### src/rtl/edge_count_scheduler.sv
// rtl/edge_count_scheduler.sv - multi-channel rising-edge counter with one shared
// round-robin-scheduled increment/decrement unit
module edge_count_scheduler #(
   parameter int N_CH  = 4,
   parameter int CNT_W = 2,
   parameter int ID_W  = $clog2(N_CH)
) (
   input  logic                    clk,
   input  logic                    rst,
   input  logic [N_CH-1:0]         state,
   input  logic [N_CH-1:0]         dir,
   input  logic                    en,
   input  logic                    clr_lost,
   output logic [N_CH*CNT_W-1:0]   counts,
   output logic [N_CH-1:0]         pending,
   output logic                    grant_valid,
   output logic [ID_W-1:0]         grant_id,
   output logic [N_CH-1:0]         lost
);

   logic [N_CH-1:0]       prev_q;
   logic [N_CH-1:0]       pending_q, pending_d;
   logic [N_CH-1:0]       lost_q, lost_d;
   logic [N_CH*CNT_W-1:0] counts_q, counts_d;
   logic [ID_W-1:0]       ptr_q, ptr_d;
   logic                  grant_valid_q, grant_valid_d;
   logic [ID_W-1:0]       grant_id_q, grant_id_d;

   logic [N_CH-1:0]       rise_w;
   logic [N_CH-1:0]       gnt_mask;
   logic                  gnt_found;
   logic [ID_W-1:0]       gnt_id;
   logic                  grant;
   logic [CNT_W-1:0]      cur_cnt;

   // Round-robin search starts one past the last granted channel
   always_comb begin
      gnt_found = 1'b0;
      gnt_id    = '0;
      for (int k = 1; k <= N_CH; k++) begin
         if (!gnt_found && pending_q[(int'(ptr_q) + k) % N_CH]) begin
            gnt_found = 1'b1;
            gnt_id    = ID_W'((int'(ptr_q) + k) % N_CH);
         end
      end
   end

   assign grant  = en & gnt_found;
   assign rise_w = state & ~prev_q;

   always_comb begin
      gnt_mask = '0;
      if (grant) gnt_mask[gnt_id] = 1'b1;

      // A fresh edge on the channel being granted re-arms it instead of being lost
      pending_d = (pending_q & ~gnt_mask) | rise_w;
      lost_d    = (clr_lost ? '0 : lost_q) | (rise_w & pending_q & ~gnt_mask);

      counts_d = counts_q;
      cur_cnt  = counts_q[int'(gnt_id)*CNT_W +: CNT_W];
      if (grant) begin
         counts_d[int'(gnt_id)*CNT_W +: CNT_W] = dir[gnt_id] ? cur_cnt + CNT_W'(1)
                                                            : cur_cnt - CNT_W'(1);
      end

      ptr_d         = grant ? gnt_id : ptr_q;
      grant_valid_d = grant;
      grant_id_d    = grant ? gnt_id : grant_id_q;
   end

   always_ff @(posedge clk) begin
      prev_q <= state;
      if (rst) begin
         pending_q     <= '0;
         lost_q        <= '0;
         counts_q      <= '0;
         ptr_q         <= ID_W'(N_CH - 1);
         grant_valid_q <= 1'b0;
         grant_id_q    <= '0;
      end else begin
         pending_q     <= pending_d;
         lost_q        <= lost_d;
         counts_q      <= counts_d;
         ptr_q         <= ptr_d;
         grant_valid_q <= grant_valid_d;
         grant_id_q    <= grant_id_d;
      end
   end

   assign counts      = counts_q;
   assign pending     = pending_q;
   assign lost        = lost_q;
   assign grant_valid = grant_valid_q;
   assign grant_id    = grant_id_q;

endmodule

### config.mk
export PLATFORM = sky130hd
export DESIGN_NAME = edge_count_scheduler
export DESIGN_NICKNAME = d
export VERILOG_FILES = /design/src/rtl/edge_count_scheduler.sv
export SDC_FILE = /design/constraint.sdc
export NUM_CORES = 1
export LEC_CHECK = 0
export ABC_CLOCK_PERIOD_IN_PS = 3700
export CAP_MARGIN = 20
export CORE_AREA = 10 10 63 65
export DETAILED_ROUTE_END_ITERATION = 6
export DIE_AREA = 0 0 73 75
export GPL_TIMING_DRIVEN = 0
export PLACE_DENSITY = 0.69
export SYNTH_ARGS = -nofsm -noshare
export SYNTH_HDL_FRONTEND = slang
export SYNTH_SLANG_ARGS = --single-unit
export TNS_END_PERCENT = 30
### constraint.sdc
create_clock -name clk -period 3.7 [get_ports clk]
set_clock_uncertainty 0.15 [all_clocks]
set_input_delay 0.74 -clock clk [delete_from_list [all_inputs] [get_ports clk]]
set_output_delay 0.74 -clock clk [all_outputs]
set_load 0.005 [all_outputs]
Yosys cells after proc, flatten, opt, wreduce, memory -nomap -nowiden
Index checks and enable logic that the tools add are counted.

Flip-flop bits (word level): 25. Bits of input ports: 12. Output and inout port bits: 19. Logic and storage cells: 75.

Add/sub/neg operators: 7. Order comparisons: 6. Shifts and indexed selects: 3. Mux-type cells: 28. Bitwise logic cells: 13. Reduce and logical (&&, ||, !) cells: 11.

Operators by type and width (count): 3-bit negation with 33-bit output (1); 2-bit by 33-bit variable shift with 8-bit output (first input constant) (1); 2-bit by 33-bit variable part select with 8-bit output (1); 4-bit bitwise AND (4); 3-bit by 4-bit < comparator with 1-bit output (second input constant) (4); 1-bit two-way mux (14); 1-bit binary-select mux with 2-bit select (5); 2-bit two-way mux (5); 8-bit bitwise mux (1); 4-bit two-way mux (2); 4-bit NOT (2); 4-bit OR (2); 2-bit OR reduction (4); 8-bit by 4-bit variable part select with 2-bit output (1); 2-bit by 1-bit adder with 2-bit output (second input constant) (3); 2-bit adder (second input constant) (2); 1-bit bitwise AND (first input constant) (4); 1-bit logical AND (4); 1-bit logical NOT (3); 2-bit by 3-bit < comparator with 1-bit output (second input constant) (1); 1-bit demux with 2-bit select (1); 2-bit by 1-bit >= comparator with 1-bit output (second input constant) (1); 2-bit by 1-bit subtractor with 2-bit output (second input constant) (1); 1-bit bitwise AND (1).

Logic depth before layout (Yosys ltp)
Gate-level depths: netlist of the first run.

Depth in word-level cells: 24. Depth in mapped cells: 10. Depth with buffers taken out: 9.

Worst setup path after synthesis of the first run
OpenSTA, ideal clock, no wires.

Path kind: register to register. Start: register pending_q[3] (netlist: pending[3]). End: register counts_q[1] (netlist: counts[1]). Library setup time: 87 ps. Data arrival time: 2400 ps. Required time: 3463 ps. Path slack: 1063 ps. Stages on the path, launching flop included: 8. Buffers on the path: 0. Clock period less this slack: 2637 ps. Path through: dfxtp_1 > nor2b_4 > o21a_1 > nor3_4 > inv_4 > ha_1 > or4b_2 > o31ai_1.

Cells in the longest elaborated chain, start to end: 18. Elaborated cells on any way between the ends: 37. Those cells by class: add/sub: 3; shift: 3; mux: 24; bitwise: 1; reduce/logical: 6.

RTL lines: start: declaration (RTL line 22) `logic [N_CH-1:0] pending_q, pending_d;`; start signal: assignment (RTL line 81) `pending_q <= pending_d;`; 1-bit binary-select mux with 2-bit select (RTL line 41) `if (!gnt_found && pending_q[(int'(ptr_q) + k) % N_CH]) begin`; 1-bit two-way mux (implied by the code) (2 in a row) (RTL line 41); 1-bit two-way mux (RTL line 41); 1-bit logical NOT (RTL line 41); 1-bit logical AND (RTL line 41); 1-bit two-way mux (RTL line 41); 1-bit logical NOT (RTL line 41); 1-bit logical AND (RTL line 41); (+2 left out); 1-bit logical AND (RTL line 41); 2-bit two-way mux * (RTL line 41); via gnt_id[0] (RTL line 32) `logic [ID_W-1:0] gnt_id;`; 8-bit by 4-bit variable part select with 2-bit output / 1-bit binary-select mux with 2-bit select (equally long branches) (RTL line 60, 62); 2-bit by 1-bit subtractor with 2-bit output, or another cell as far along (RTL line 63) `: cur_cnt - CNT_W'(1);`; 2-bit two-way mux (RTL line 62) `counts_d[int'(gnt_id)*CNT_W +: CNT_W] = dir[gnt_id] ? cur_cnt + CNT_W'(1)`; 2-bit by 33-bit variable part select with 8-bit output (RTL line 62); 8-bit bitwise mux * (RTL line 62); end signal: assignment (RTL line 83) `counts_q <= counts_d;`; end: declaration (RTL line 24) `logic [N_CH*CNT_W-1:0] counts_q, counts_d;`.

Mark *: on every way through the listed nets, which the timed path passes. The rest lies on a longest branch. The select of a mux whose other input is x is not followed. A chain may end at the register's enable or synchronous reset.

Worst setup path after layout of the first run
Start: input en. End: register counts_q[1] (netlist: counts[1]).

Cells in the longest elaborated chain, start to end: 1.

RTL lines: start: declaration (RTL line 12) `input logic en,`; 1-bit bitwise AND (RTL line 48) `assign grant = en & gnt_found;`.

Every way passes these cells.

==> results of run 1 <==
-- cell families after synthesis --
kind of cell    Yosys count  share of synthesized area [%]
simple gates             71                          31.65
fa+ha+maj                 6                          6.329
buf+inv                   5                          1.793
xor+xnor                  2                          1.477
flops                    25                          42.19
compound gates           30                          16.56
-- cells in the final DEF, fill, tap and decap left out, drive strengths merged, types with 2 or more instances in the layout --
| cell type | synthesis | final |
|---|---|---|
| dfxtp | 25 | 25 |
| a211o | 2 | 2 |
| nand3 | 2 | 2 |
| nor2b | 2 | 2 |
| nand2b | 11 | 11 |
| nor4b | 2 | 2 |
| nor2 | 12 | 12 |
| inv | 2 | 2 |
| a32oi | 2 | 2 |
| nand3b | 4 | 4 |
| clkdlybuf4s50 | 0 | 30 |
| nand2 | 27 | 27 |
| o31ai | 4 | 4 |
| nor3 | 3 | 3 |
| or2 | 4 | 4 |
| ha | 6 | 6 |
| a21oi | 14 | 14 |
| clkbuf | 3 | 6 |
-- per-stage QoR --
stage	area [µm²]	utilization (%)	hold slack [ns]	setup WS (ns)
finish	1553	57.29	0.3336	0.6472
detailed placement	1525	56.28	0.3185	0.3212
global placement	1525	56.28	0.3100	0.3607
floorplan	1186	-	0.3113	1.063
CTS	1553	57.29	0.3363	0.6882
global route	1553	57.29	0.3611	0.5890
-- cell type report --
type | count | area share (%)
multi-input combinational | 109 | 42.79
sequential | 25 | 32.23
timing repair buffer | 30 | 19.34
tap | 31 | 2.498
clock buffer | 3 | 1.450
buffer | 3 | 0.7252
inverter | 2 | 0.6446
clock inverter | 1 | 0.3223
-- sequential cells by signal, indices dropped and copies added, names as in the netlist --
signal       count
counts           8
lost             4
pending          4
prev_q           4
grant_id         2
ptr_q            2
grant_valid      1
-- where the power goes --
group          internal [W]  switching, W
clock network     0.0000405     0.0000829
logic             0.0000656     0.0000832
registers          0.000282     0.0000107
total              0.000388      0.000177
-- cells in the mapped netlist, types with 2 or more instances --
cell type	instances
nand2_1	27
nand3_1	2
ha_1	6
clkbuf_1	3
nor3_1	2
nor4b_1	2
a21oi_1	14
nand3b_1	4
a211o_1	2
or2_2	4
o31ai_1	4
nand2b_1	11
dfxtp_1	25
a32oi_1	2
nor2_1	12
-- metal layers --
| layer | routed length (µm) | global-route usage, % | part of all wire [%] |
|---|---|---|---|
| met1 | 1262 | 11.97 | 41 |
| met4 | 21 | 2.954 | 0.69 |
| met5 | 0 | 0 | 0 |
| met2 | 1549 | 19.87 | 51 |
| met3 | 228 | 4.468 | 7.4 |
-- path summary, 6_finish.rpt --
| kind | start | end | slack, ns | depth (start not counted) |
|---|---|---|---|---|
| hold / removal | counts[4] | counts[4] | 0.33 | 2 |
| setup / recovery | en | counts[1] | 0.65 | 5 |
| setup reg to reg | pending[3] | counts[1] | 0.81 | 7 |
| hold reg to reg | counts[4] | counts[4] | 0.33 | 2 |
-- critical path: cells and delay by family --
kind                   cells  cell delay [ns]
AO/OA/AOI/OAI              2             0.95
buffers and inverters      1             0.57
AND/OR/NAND/NOR            2             0.89
==> run_results.csv, run 1 <==
group,metric,value,unit
run_status,outcome,"completed",
cts,cts.clk_slew.worst_paths,0.14,ns
synthesis,synthDistinctLibCells,34,
floorplan,core.rowCount,19,
routing,drc_errors,0,
cts,cts_max_path_buffers,2,
routing,via_per_inst,5.289,
synthesis,yosys_register_bits,25,
worst_setup_path,max_stage_delay,0.73,ns
cts,cts_tree,"done",
synthesis,seq_area_frac_synth,42.19,%
synthesis,synth.area.top_cells,"dfxtp_1 42%, nand2_1 8.5%, ha_1 6.3%",
floorplan,initial_core_util,43.77,%
cts,clock_tree.root_cell,"clkbuf_4",
synthesis,synthArstFlopShare,0,%
worst_setup_path,crit_fanout,6,
floorplan,dieArea,0.005475,mm²
floorplan,dieWidth,73,µm
synthesis,syn_area,0.001186,mm²
cts,post_cts_buffers,0,
global_routing,grt_pass1_vias,1029,
placed_design,dp_cells,200,
floorplan,ios,31,
pwr,peakVddDrop,310.9,µV
worst_setup_path,cp-end-kind,"flip-flop",
worst_setup_path,cpMaxStageDelayCell,"a21boi_0",
routing,drtPass1Iterations,4,
worst_setup_path,critPathArrivalTime,3.16,ns
worst_setup_path,crit_chain,"clkdlybuf4s50_1, a21boi_0, nand2_1, or4b_2, o31ai_1",
routing,drtAntennaViolNets,0,
min_path,hp-class,"flip-flop to flip-flop",
pwr,totalPowerFinal,0.0005646,W
layout,antenna_cells,0,
worst_setup_path,start_kind,"input pin",
layout,area_growth_syn_to_layout,30.91,%
timing,drv_slew,0,
layout,fillers,258,
cts,htreeDepth,1,
worst_setup_path,required,3.80,ns
pwr,power.leakage,0.5657,nW
routing,wl,3061,µm
timing,tns,0,ns
routing,drtIter0Drc,61,
global_routing,grt_overflow,0,
timing,setup_viol,0,
cts,cts_made_buffers,3,
synthesis,synth.avg_cell_area,8.533,µm²
synthesis,ys.warnings.count,0,
cts,hold_buffers,0,
pwr,pwr_density_cell,363.6,mW/mm²
routing,via_count,1079,
worst_setup_path,critPathKind,"input pin to flip-flop",
synthesis,synth_ff_type,"dfxtp_1",
job,drv_cap,0,
layout,layout-drive-gt1-share,7.514,%
timing,fin_crit,3.053,ns
global_routing,grt_pass1_wl,4899,µm
floorplan,core,0.002710,mm²
layout,nets,192,
timing,finalCritPeriodShare,82.51,%
routing,wire_per_inst,15.00,µm
global_routing,grt_max_degree,15,
timing,max_freq,327.6,MHz
timing,hold_viol,0,
layout,multi_input_area,664.4,µm²
timing,worst_slew_pin_slew,0.8721,ns
layout,layoutNonFillerInstCount,204,
placed_design,io_buffers,30,
synthesis,syn-num-nets,157,
cts,clock_latency,0.32,ns
cts,cts_num_sinks,25,
layout,seq_area,500.5,µm²
synthesis,synth_edf_count,0,
cts,cts_resized,0,
synthesis,synth_top_area_cell,"dfxtp_1",
global_routing,antenna_found_initial,0,
timing,slew_headroom,41.34,%
global_routing,grt.total_usage,11.16,%
synthesis,synth_top_cell_area_share,42.19,%
floorplan,die_h,75,µm
timing,rsz0062_at_grt,"no",
synthesis,syn-instance-count,139,
placed_design,dp_hpwl,2364,µm
placed_design,place.gp.congestion,0.8270,
Power figures use the tool's default switching activity.
==> run 2: changes to the inputs <==
Settings changed: ABC_CLOCK_PERIOD_IN_PS 3700 to 3000.
Clock period 3.7 ns to 3 ns, I/O delays scaled along.
==> run_results.csv, run 2 (synthesized netlist as in run 1, its figures left out) <==
group,metric,value,unit
placed_design,dp_hpwl,2364,µm
worst_setup_path,critPathKind,"input pin to flip-flop",
routing,highest_layer,"met4",
pwr,pwr_density_cell,451.0,mW/mm²
min_path,hold_path_startpoint,"counts[4]",
routing,met3_length,224,µm
global_routing,antenna_found_initial,0,
worst_setup_path,crit_buf_inv,1,
timing,max_freq,343.5,MHz
layout,layoutNonFillerInstCount,206,
floorplan,initial_core_util,43.77,%
pwr,pwr-share-clk,21.3,%
routing,wl,3128,µm
floorplan,die_h,75,µm
layout,final_common_cell,"clkdlybuf4s50_1",
worst_setup_path,required,3.10,ns
routing,via_count,1081,
min_path,min_to,"counts[4]",
cts,htreeDepth,1,
cts,cts.clk_slew.worst_paths,0.14,ns
global_routing,grt_pass1_vias,1029,
worst_setup_path,crit_chain,"clkdlybuf4s50_1, a21boi_0, nand2_1, or4b_2, o31ai_1",
routing,drtPass1Iterations,4,
timing,slew_headroom,42.18,%
floorplan,core.rowCount,19,
cts,clock_tree.root_cell,"clkbuf_4",
worst_setup_path,rr_endpoint,"counts[1]",
pwr,power.leakage,0.5835,nW
worst_setup_path,crit_fanout,6,
cts,clock_latency,0.32,ns
worst_setup_path,max_stage_delay,0.73,ns
cts,cts_tree,"done",
floorplan,ios,31,
pwr,totalPowerFinal,0.0007144,W
layout,final_cell_mix,"30 x clkdlybuf4s50_1, 27 x nand2_1, 25 x dfxtp_1, 14 x a21oi_1, 12 x nor2_1",
layout,layout-drive-gt1-share,9.143,%
pwr,comb_power_share,28.2,%
pwr,power.switching,0.0002218,W
timing,hold_viol,0,
routing,drtAntennaViolNets,0,
routing,drc_errors,0,
worst_setup_path,critPathArrivalTime,3.01,ns
pwr,peakVddDrop,382.3,µV
timing,drv_slew,0,
run_status,outcome,"completed",
cts,cts_max_path_buffers,2,
routing,drtIter0Drc,53,
worst_setup_path,cp-end-kind,"flip-flop",
cts,cts_resized,0,
cts,post_cts_buffers,0,
pwr,internal_power,0.0004926,W
pwr,seq_power_share,50.5,%
timing,rsz0062_at_grt,"no",
pwr,swShare,31.05,%
worst_setup_path,crit_family,"compound AO/OA/AOI/OAI gates",
cts,hold_buffers,0,
job,drv_cap,0,
timing,fin_crit,2.911,ns
global_routing,grt.total_usage,11.16,%
timing,setup_viol,0,
placed_design,dp_cells,200,
global_routing,grt_overflow,0,
routing,via_per_inst,5.248,
layout,final_core_utilization,58.45,%
timing,worst_slew_pin_slew,0.8595,ns
layout,antenna_cells,0,
layout,area_growth_syn_to_layout,33.54,%
global_routing,grt_max_degree,15,
worst_setup_path,timing.rr.start,"ptr_q[0]",
global_routing,grt_pass1_wl,4899,µm
routing,wl_met1,1259,µm
timing,finalCritPeriodShare,97.03,%
cts,cts_made_buffers,3,
layout,nets,194,
placed_design,place.gp.congestion,0.8270,
floorplan,core,0.002710,mm²
min_path,hp-class,"flip-flop to flip-flop",
floorplan,dieArea,0.005475,mm²
worst_setup_path,cpMaxStageDelayCell,"a21boi_0",
routing,met2_length,1627,µm
layout,largest_reg_flops,8,
cts,cts_num_sinks,25,
worst_setup_path,rrSetupSlack,0.34,ns
worst_setup_path,reg2reg_depth,7,
placed_design,io_buffers,30,
min_path,hold_path_depth,2,
floorplan,dieWidth,73,µm
routing,wire_per_inst,15.18,µm
worst_setup_path,start_kind,"input pin",
## run 2: cell types whose count changed in the layout (fill, tap and decap cells not counted)
cell,before,now
clkbuf_1,3,2
buf_4,0,2
buf_12,0,1
## run 2: how the worst max path moves through the flow
stage                           from         to  depth (start not counted)
final                             en  counts[1]                          5
after global placement            en  counts[1]                          5
after CTS                 pending[3]  counts[1]                          7
after global routing              en  counts[1]                          5
after detailed placement          en  counts[1]                          5
after floorplan           pending[3]  counts[1]                          7
## run 2: metal layers
| layer | vias to the layer above | global-route usage (%) |
|---|---|---|
| met1 | 505 | 11.97 |
| met2 | 23 | 19.87 |
| li1 | 551 | - |
| met4 | 0 | 2.954 |
| met5 | - | 0 |
| met3 | 2 | 4.468 |
## run 2: final cells by class
type | instances | area, µm²
Tap cell | 31 | 38.79
Timing Repair Buffer | 33 | 335.3
Sequential cell | 25 | 500.5
Multi-Input combinational cell | 109 | 664.4
Fill cell | 255 | 1126
Clock inverter | 1 | 5.005
Clock buffer | 3 | 22.52
Buffer | 2 | 7.507
Inverter | 2 | 10.01
## run 2: per-stage QoR
| stage | hold slack [ns] | setup TNS, ns | instance area, µm² | worst slack (ns) |
|---|---|---|---|---|
| after detailed placement | 0.3185 | -0.2388 | 1525 | -0.2388 |
| after CTS | 0.3363 | 0 | 1553 | 0.1008 |
| final | 0.3333 | 0 | 1584 | 0.08909 |
| after floorplan | 0.3113 | 0 | 1186 | 0.3625 |
| after global routing | 0.3611 | 0 | 1584 | 0.08181 |
| after global placement | 0.3100 | -0.1993 | 1525 | -0.1993 |
## run 2: worst reg2reg max path, cell delays in order (launching register included)
cell and delay, ns:
dfxtp_1 0.38, nand2b_1 0.18, o22ai_1 0.14, a21o_1 0.34
inv_1 0.17, ha_1 0.35, or4b_2 0.67, o31ai_1 0.22
## run 2: power groups by stage
stage	clock network [W]	logic (W)	registers, W
6_report	0.000152	0.000201	0.000361
5_1_grt	0.000173	0.000219	0.000363
3_3_place_gp	0	0.000179	0.000367
2_1_floorplan	0	0.000115	0.000366
4_1_cts	0.000160	0.000185	0.000361
3_5_place_dp	0	0.000183	0.000368
